--- src/rtl/stream_fifo.sv ---
// Register-based first-word-fall-through valid/ready FIFO.
// Optional level/almost_full outputs under `define STREAM_FIFO_LEVEL_EN.
module stream_fifo #(
  parameter int DATA_WIDTH  = 2,
  parameter int DEPTH_LOG2  = 2,
  parameter int AFULL_LEVEL = 3
) (
  input  logic                  clock,
  input  logic                  reset,
  input  logic [DATA_WIDTH-1:0] in_data,
  input  logic                  in_valid,
  output logic                  in_ready,
  output logic [DATA_WIDTH-1:0] out_data,
  output logic                  out_valid,
`ifdef STREAM_FIFO_LEVEL_EN
  output logic [DEPTH_LOG2:0]   level,
  output logic                  almost_full,
`endif
  input  logic                  out_ready
);

  localparam int DEPTH = 1 << DEPTH_LOG2;
  localparam int CW    = DEPTH_LOG2 + 1;
  localparam logic [CW-1:0] FULL_C = CW'(DEPTH);
  localparam logic [CW-1:0] ONE_C  = CW'(1);

  if (DEPTH_LOG2 < 1 || DEPTH_LOG2 > 6) begin : g_bad_depth
    $error("stream_fifo: DEPTH_LOG2 out of range");
  end
  if (AFULL_LEVEL < 1 || AFULL_LEVEL > DEPTH) begin : g_bad_afull
    $error("stream_fifo: AFULL_LEVEL out of range");
  end

  typedef enum logic {
    ST_RESET = 1'b0,
    ST_RUN   = 1'b1
  } state_e;

  state_e                state_q, state_d;
  logic [DEPTH_LOG2-1:0] wptr_q, wptr_d;
  logic [DEPTH_LOG2-1:0] rptr_q, rptr_d;
  logic [CW-1:0]         count_q, count_d;
  logic                  in_ready_q, in_ready_d;
  logic                  out_valid_q, out_valid_d;
  logic [DATA_WIDTH-1:0] mem_q [DEPTH];

  logic wr, rd;

  assign wr = in_valid & in_ready_q;
  assign rd = out_valid_q & out_ready;

  always_comb begin
    count_d = count_q;
    wptr_d  = wptr_q;
    rptr_d  = rptr_q;
    unique case ({wr, rd})
      2'b10:   count_d = count_q + ONE_C;
      2'b01:   count_d = count_q - ONE_C;
      default: count_d = count_q;
    endcase
    if (wr) wptr_d = wptr_q + 1'b1;
    if (rd) rptr_d = rptr_q + 1'b1;
  end

  // in_ready stays low until the first edge after reset release
  always_comb begin
    state_d     = state_q;
    in_ready_d  = 1'b0;
    out_valid_d = (count_d != '0);
    unique case (state_q)
      ST_RESET: begin
        state_d    = ST_RUN;
        in_ready_d = (count_d != FULL_C);
      end
      ST_RUN: begin
        in_ready_d = (count_d != FULL_C);
      end
      default: state_d = ST_RESET;
    endcase
  end

  always_ff @(posedge clock or posedge reset) begin
    if (reset) begin
      state_q     <= ST_RESET;
      wptr_q      <= '0;
      rptr_q      <= '0;
      count_q     <= '0;
      in_ready_q  <= 1'b0;
      out_valid_q <= 1'b0;
    end else begin
      state_q     <= state_d;
      wptr_q      <= wptr_d;
      rptr_q      <= rptr_d;
      count_q     <= count_d;
      in_ready_q  <= in_ready_d;
      out_valid_q <= out_valid_d;
    end
  end

  always_ff @(posedge clock or posedge reset) begin
    if (reset) begin
      for (int i = 0; i < DEPTH; i++) mem_q[i] <= '0;
    end else if (wr) begin
      mem_q[wptr_q] <= in_data;
    end
  end

  assign in_ready  = in_ready_q;
  assign out_valid = out_valid_q;
  assign out_data  = mem_q[rptr_q];

`ifdef STREAM_FIFO_LEVEL_EN
  localparam logic [CW-1:0] AFULL_C = CW'(AFULL_LEVEL);

  logic [CW-1:0] level_q;
  logic          afull_q;

  always_ff @(posedge clock or posedge reset) begin
    if (reset) begin
      level_q <= '0;
      afull_q <= 1'b0;
    end else begin
      level_q <= count_d;
      afull_q <= (count_d >= AFULL_C);
    end
  end

  assign level       = level_q;
  assign almost_full = afull_q;
`endif

endmodule

--- config.mk ---
export PLATFORM = sky130hd
export DESIGN_NAME = stream_fifo
export DESIGN_NICKNAME = d
export VERILOG_FILES = /design/src/rtl/stream_fifo.sv
export SDC_FILE = /design/constraint.sdc
export NUM_CORES = 1
export LEC_CHECK = 0
export CORE_MARGIN = 1
export CORE_UTILIZATION = 47
export DETAILED_ROUTE_END_ITERATION = 10
export GPL_ROUTABILITY_DRIVEN = 0
export PLACE_DENSITY = 0.72
export SLEW_MARGIN = 10
export SYNTH_ARGS = -nofsm -noshare
export SYNTH_HDL_FRONTEND = slang
export SYNTH_SLANG_ARGS = --single-unit
--- constraint.sdc ---
create_clock -name clock -period 1.6 [get_ports clock]
set_input_delay 0.32 -clock clock [delete_from_list [all_inputs] [get_ports clock]]
set_output_delay 0.32 -clock clock [all_outputs]
set_load 0.02 [all_outputs]
== Word-level counts from Yosys, hierarchy flattened ==
Cells that the tools add are included.
Widths: inputs -> output; s select.

* Flip-flop bits (word level): 17
* Latch bits: 0
* RAM bits: 0
* Bits in read-only memories: 0
* Input port bits: 6
* Memories: 0

* $add $sub $neg: 4
* $mul: 0
* Div/mod/pow operators: 0
* Order comparisons: 3
* Eq/ne operators: 3
* Shifts and indexed selects: 0
* Mux-type cells: 7
* Bitwise operators: 4
* Reduce and logical (&&, ||, !) cells: 2

{| class="wikitable"
|+ Operators by type and width
! cell !! count
|-
| $bwmux 8 || 1
|-
| $ge 3x3->1 const B || 2
|-
| $mux 2 || 3
|-
| $not 2->3 || 2
|-
| $pmux 3 s2 || 1
|-
| $add 2x1->2 const B || 2
|-
| $bmux 2 s2 || 1
|-
| $demux 2 s2 || 1
|-
| $add 3x1->3 const B || 1
|-
| $lt 3x1->1 const B || 1
|-
| $ne 3x3->1 const B || 1
|-
| $reduce_bool 3->1 || 1
|-
| $sub 3x1->3 const B || 1
|-
| $and 1x1->1 || 2
|-
| $eq 2x1->1 const B || 1
|-
| $eq 2x2->1 const B || 1
|-
| $logic_and 1x1->1 || 1
|}

== Depth between registers and ports, before layout ==
Gate-level depths: netlist of run 1.

* Word-level depth: 6
* Depth in mapped cells: 6
* Gate-level depth less buffers: 6

== Worst setup path after synthesis of run 1 ==
Ideal clock, no wire load.

* Path kind: reg2reg
* Start point: reg in_ready_q (netlist: in_ready)
* End point: reg out_valid_q (netlist: out_valid)
* Arrival: 1798 ps
* Required time: 1458 ps
* Slack: -341 ps
* Cell stages (with the launch flop): 7
* Buffers on the path: 0
* Period minus slack after synthesis: 1941 ps
* Cells stage by stage: dfrtp_1 nand2_1 ha_1 fa_1 xnor2_2 o21ai_0 o221ai_1

* Word-level cells in the longest chain between the ends: 4
* Elaborated cells on any way between the ends: 5
* Those cells by class: 2 x eq/ne; 1 x mux; 1 x bitwise; 1 x reduce/logical

{| class="wikitable"
|+ RTL lines
! what !! RTL line !! source
|-
| start, declared || 43 || <nowiki>logic in_ready_q, in_ready_d;</nowiki>
|-
| start signal, assigned || 95 || <nowiki>in_ready_q <= in_ready_d;</nowiki>
|-
| $and 1x1->1 (*) || 49 || <nowiki>assign wr = in_valid & in_ready_q;</nowiki>
|-
| $eq 2x1->1 or $eq 2x2->1 (tied branches) || 56 || <nowiki>unique case ({wr, rd})</nowiki>
|-
| $pmux 3 s2 (*) || 56 ||
|-
| $reduce_bool 3->1 (*) || 69 || <nowiki>out_valid_d = (count_d != '0);</nowiki>
|-
| named net out_valid_d || 44 || <nowiki>logic out_valid_q, out_valid_d;</nowiki>
|-
| end signal, assigned || 96 || <nowiki>out_valid_q <= out_valid_d;</nowiki>
|-
| end, declared || 44 ||
|}

The timed path passes the listed nets; every way through them passes the cells marked *.
A chain may end at the register's enable or synchronous reset.

== Worst setup path in the final report of run 1 ==
* Start point: reg rptr_q[0]
* End point: out out_data[0]

* Word-level cells in the longest chain between the ends: 4

{| class="wikitable"
|+ RTL lines
! what !! RTL line !! source
|-
| start, declared || 41 || <nowiki>logic [DEPTH_LOG2-1:0] rptr_q, rptr_d;</nowiki>
|-
| start signal, assigned || 93 || <nowiki>rptr_q <= rptr_d;</nowiki>
|-
| $not 2->3 (implied by the code) || 110 || <nowiki>assign out_data = mem_q[rptr_q];</nowiki>
|-
| $bmux 2 s2 || 110 ||
|-
| $mux 2 (implied by the code) (2 in series) || 110 ||
|-
| end, declared || 13 || <nowiki>output logic [DATA_WIDTH-1:0] out_data,</nowiki>
|}

No other way between the ends. The select of a mux whose other input is x is not followed.

==> results of run 1 <==
## layer usage
metal  part of all wire  up-vias
li1                   -      255
met1               0.44      276
met2               0.51        9
met3              0.021        4
met4              0.023        0
met5                  0        -
## per-stage QoR
stage               setup TNS (ns)  setup slack, ns  hold slack [ns]  utilization
finish                     -0.3379          -0.1025           0.2628       0.6817
global route               -0.6578          -0.1632           0.2885       0.6817
CTS                        -0.3855          -0.1211           0.2553       0.6802
detailed placement          -2.430          -0.5622           0.4910       0.6540
global placement            -2.333          -0.5045           0.4791       0.6540
floorplan                  -0.1999         -0.08972           0.2459            -
## cells in the final DEF (no fill, tap or decap)
cell type and count:
a21oi_1 1, buf_4 9, ha_1 4, o21ai_2 1, clkbuf_4 3, nand2_2 1, xnor2_1 4, dfrtp_2 2
o21ai_1 1, xor2_1 1, ha_4 1, nor3b_2 1, or2_2 1, mux4_2 2, nor3b_1 1, and2_4 1
mux2_2 10, nor4bb_1 1, inv_1 3, dlygate4sd2_1 3, fa_2 1, clkdlybuf4s50_1 3, clkinv_2 1, xnor2_4 1
nand2_1 1, o221ai_1 1, dfrtp_1 15, nand3_1 4, dlymetal6s2s_1 1, buf_6 2
## logic make-up after synthesis
kind of cell	Yosys count	synth area share
fa+ha+maj	6	0.09910
xor+xnor	6	0.07207
mux	12	0.1982
flops	17	0.5105
simple gates	11	0.07809
compound gates	4	0.02853
buf+inv	3	0.01351
## critical path, delay by kind of cell (launching register included)
kind	cells	cell delay, ns
flops	1	0.42
mux	1	0.52
buf+inv	1	0.15
## path summary, 6_finish.rpt
check / cells after the start / slack [ns] / end / from
max reg2reg: 5 / -0.07 / out_valid / out_valid
min in group clock: 1 / 0.52 / mem_q[7] / mem_q[7]
min: 2 / 0.26 / count_q[0] / reset
max: 2 / -0.10 / out_data[0] / rptr_q[0]
min reg2reg: 1 / 0.52 / mem_q[7] / mem_q[7]
max in group asynchronous: 3 / 0.89 / mem_q[3] / reset
## cells in the mapped netlist, drive strengths merged
master	instances	area (um2)
dfrtp	17	425.4
or2	1	6.260
o221ai	1	8.760
o21ai	2	10.01
xor2	1	8.760
ha	5	62.56
fa	1	20.02
nor4bb	1	10.01
a21oi	1	5.000
inv	3	11.26
mux4	2	52.55
nand2	2	7.510
xnor2	5	51.30
nand3	4	20.02
mux2	10	112.6
nor3b	2	15.01
and2	1	6.260
## report_power, final
| group | switching (mW) | internal [mW] | total (mW) |
|---|---|---|---|
| clock network | 0.138 | 0.0930 | 0.231 |
| registers | 0.176 | 0.645 | 0.821 |
| logic | 0.450 | 0.668 | 1.12 |
## layout make-up
class                   count  area, um2  area share
inverters                   3      11.26     0.01048
multi-input cells          39      429.2      0.3993
repair buffers             18      158.9      0.1478
clock buffers               3      22.52     0.02095
flip-flops and latches     17      427.9      0.3981
clock inverters             1      5.005    0.004657
well taps                  16      20.02     0.01863
## flip-flops by register name (all words and copies together), names as in the netlist
register   cells
count_q        3
in_ready       1
mem_q          8
out_valid      1
rptr_q         2
wptr_q         2
## timing repair
action                     in CTS  in global routing
setup endpoints to repair       7                  7
pin swaps                       3                  0
resized for setup              20                  1
setup buffers                   1                  0
hold buffers                    0                  0
==> out/results.ini, run 1 <==
[status]
run_status=finished with violations
failed_checks=setup timing

[cts]
cts_root_buf=clkbuf_4
clock_buffer_count_from_cts=3
clk_latency_ns=0.29
cts_tree=built
cts_buffer_depth=2
cts.sink_count=17
cts.htree.levels=1
cts.reportedPaths.clkPinSlew_ns=0.10

[drt]
route.antenna.remaining_nets=0
detail_route.iter0.violations=10
post_drt_via_cell_ratio=5.608
post_drt_wl_per_cell_um=15.44
vias_post_dr=544
drt_first_pass_iters=6
drc=0
wl_final_um=1498

[timing]
final-setup-viol-count=4
min_period_over_period=1.064
timing.fmax_ghz=0.5874
final_report_hold_violation_count=0
finClkSkew_ns=0.004391
postLayoutSetupSlackWorst_ns=-0.1025
final_period_minus_worst_setup_slack_ns=1.702
worst_pin_slew_ns=0.3048
maxSlewViolCount=0
grt_setup_unrepaired=true
timing.slew.headroom=0.7966

[worst_setup_path]
crit_required_ns=1.28
critPathMaxFanout=3
crit_chain=mux4_2, buf_6
critical-path-max-stage-delay_ns=0.52
worst-endpoint-arrival_ns=1.38
worst_path_max_delay_cell=mux4_2
timing.setup.critical_path_class=reg -> out
worstSetupEndpointType=primary output
critPathLaunchType=flip-flop

[grt]
use_met3=0.03673
antenna_found_initial=0
grtUsageMet2=0.3235
grt_first_pass_wirelength_um=2677
globalRoute.totalOverflow=0
globalRoute.busiestLayer=met2
largest_net_degree_at_the_start_of_global_routing=11
grt_pass1_vias=575
grt.met1_usage=0.2595
grtUsageTotal=0.1991

[floorplan]
pin_count=10
design.die.area_um2=1945
rows=14
die_width_um=44.11
floorplan.die.height_um=44.11
initial_utilization=0.5286
core_um2=1577

[final_layout]
insertedDiodeCount=0
layout.cell_area.non_filler_um2=1075
post_route_cells_drive_above_1_share=0.4568
final_cell_count_no_fill=97
nFillCells=121
area_growth_pct=28.98
final_net_count=94

[run]
drv_cap=0

[placed_design]
dpl.hpwl_um=1068
post-place-cells=92
placed_area_um2=1031
port_buffers=9

[worst_hold_path]
class_of_the_most_critical_hold_timing_path=in -> async

[pwr]
vdd_drop_max_mv=1.251
power.static_leakage_nw=0.4665
totalPowerFinal_mw=2.170
pwr_density_cell_nw_per_um2=2019

[synthesis]
synth.yosys.seq_area_share=0.5105
synth.yosys.warnings=0
area_of_the_mapped_netlist_um2=833.3
post_synth_inst_count=59
ys_seq_elements=17
distinct_cells_synth=18
synth_fp_nets=71
average_cell_area_after_synthesis_um2=14.12

Power figures use the tool's default switching activity.
==> run 2, diff against run 1 <==
CORE_MARGIN = 2   (was 1)
==> run 2 against run 1 <==
Effect of this change:
- the run still ends with setup timing left
- wire length decreased by 14%
- clock power decreased by 6%
- final cell count decreased by 1.0%
- flip-flop and latch count unchanged
- core utilization decreased by 5.1 points
- sequential power about the same
- worst hold slack improved by 0.0024 ns
- critical path type is now reg -> reg
==> out/results.ini, run 2 (synthesized netlist as in run 1, its figures left out) <==
[final_layout]
layout.cells.most_common_list=14 x dfrtp_1, 10 x mux2_2, 7 x buf_4
mostFrequentLayoutCell=dfrtp_1
final_net_count=92
layout.cell_area.non_filler_um2=1065
largest_reg_flops=8
post_route_cells_drive_above_1_share=0.4557
final_cell_count_no_fill=96
max_flop_register=mem_q
largestRegisters=mem_q x8, count_q x3
area_growth_pct=27.78
insertedDiodeCount=0
nFillCells=142

[worst_setup_path]
crit_buf_inv=0
worst_path_max_delay_cell=dfrtp_2
cpLargestDelayFamily=adder cells
reg2reg_setup_slack_ns=-0.1
critical-path-max-stage-delay_ns=0.41
worstSetupEndpointType=flip-flop
cp.depth=6
crit_required_ns=1.76
timing.setup.critical_path_class=reg -> reg
ff2ff_path_depth=6
crit-reg2reg-capture=in_ready
worst-endpoint-arrival_ns=1.85
critPathLaunchType=flip-flop
crit_chain=and2_4, ha_4, fa_2, xnor2_4, xnor2_1, a21oi_1
r2r_start=out_valid
critPathMaxFanout=4

[grt]
grt_pass1_vias=530
antenna_found_initial=0
grt_first_pass_wirelength_um=2152
largest_net_degree_at_the_start_of_global_routing=11
grtUsageTotal=0.1477
globalRoute.totalOverflow=0

[cts]
post-cts-setup-buffer-count=0
cts_root_buf=clkbuf_4
cts.htree.levels=1
clock_buffer_count_from_cts=3
cts_buffer_depth=2
cts.sink_count=17
clk_latency_ns=0.28
holdBufCountCts=0
cts_tree=built
cts.reportedPaths.clkPinSlew_ns=0.10

[placed_design]
port_buffers=9
placed_area_um2=1025
post-place-cells=92

[drt]
detail_route.iter0.violations=3
post_drt_via_cell_ratio=5.375
wl_final_um=1287
drc=0
route.antenna.remaining_nets=0
post_drt_wl_per_cell_um=13.41
drt_first_pass_iters=3
vias_post_dr=516

[pwr]
netSwitchingFraction=0.3446
seq_power_share=0.389
intPower_mw=1.386
p_sw_mw=0.7289
power.static_leakage_nw=0.4515
totalPowerFinal_mw=2.115
clock_power_share=0.103
vdd_drop_max_mv=1.067
pwr_density_cell_nw_per_um2=1987
power.share.combinational=0.508

[timing]
worst_pin_slew_ns=0.3065
final_report_hold_violation_count=0
postLayoutSetupSlackWorst_ns=-0.09543
grt_setup_unrepaired=true
holdWs_ns=0.2651
min_period_over_period=1.060
timing.slew.headroom=0.7952
final-setup-viol-count=5
final_period_minus_worst_setup_slack_ns=1.695
timing.fmax_ghz=0.5898
finClkSkew_ns=0.008076
maxSlewViolCount=0

[worst_hold_path]
class_of_the_most_critical_hold_timing_path=in -> async

[floorplan]
design.die.area_um2=2126
rows=15
core_um2=1689
initial_utilization=0.4933
floorplan.die.height_um=46.11
die_width_um=46.11
pin_count=10

[run]
drv_cap=0

[status]
run_status=finished with violations
failed_checks=setup timing

## run 2: cell types whose count changed in the layout (fill, tap and decap cells not counted)
cell             previous run  this run
buf_4                       9         7
clkdlybuf4s50_1             3         4
dfrtp_1                    15        14
clkbuf_1                    0         1
dlymetal6s2s_1              1         0
o221ai_2                    0         1
dfrtp_2                     2         3
clkinv_2                    1         0
o221ai_1                    1         0
## run 2: stage by stage
step	util	TNS, ns	setup slack, ns
2_1_floorplan	-	-0.1999	-0.08972
3_3_place_gp	0.6067	-2.283	-0.4907
3_5_place_dp	0.6067	-2.395	-0.5288
4_1_cts	0.6259	-0.4052	-0.1243
5_1_grt	0.6304	-0.6433	-0.1444
6_report	0.6304	-0.3386	-0.09543
## run 2: how the worst max path moves through the flow
| stage | to | slack (ns) | from |
|---|---|---|---|
| final | in_ready | -0.1 | out_valid |
| after global routing | in_ready | -0.14 | out_valid |
| after global placement | out_valid | -0.49 | in_valid |
| after detailed placement | out_valid | -0.53 | in_valid |
| after floorplan | out_valid | -0.09 | out_valid |
| after CTS | out_data[1] | -0.12 | rptr_q[0] |
## run 2: final cells by class
cell class              count  area (um2)  share of cell area
flip-flops and latches     17       429.2              0.4031
repair buffers             16       141.4              0.1328
multi-input cells          39       435.4              0.4089
well taps                  17       21.27             0.01998
clock buffers               4       26.28             0.02468
inverters                   3       11.26             0.01058
## run 2: routing by layer
layer / GRT usage / vias up / part of all wire
met2: 0.2333 / 4 / 0.51
met3: 0.03529 / 2 / 0.022
met4: 0.06857 / 0 / 0.0093
met5: 0 / - / 0
met1: 0.1904 / 260 / 0.46
li1: - / 250 / -
## run 2: timing repair
action                     in CTS  in global routing
pin swaps                       6                  1
hold endpoints to repair        0                  0
gates resized for setup        20                  2
setup endpoints to repair       7                  6
## run 2: worst register-to-register path: stages (launching register included)
cell,delay (ns)
dfrtp_2,0.41
and2_4,0.17
ha_4,0.16
fa_2,0.38
xnor2_4,0.23
xnor2_1,0.15
a21oi_1,0.08
## run 2: power groups by stage
stage               Sequential, mW  Clock, mW  Combinational [mW]
floorplan                    0.795          0               0.694
global placement             0.812          0               0.975
detailed placement           0.817          0               0.984
CTS                          0.825      0.229                1.06
global route                 0.858      0.251                1.17
finish                       0.824      0.217                1.07
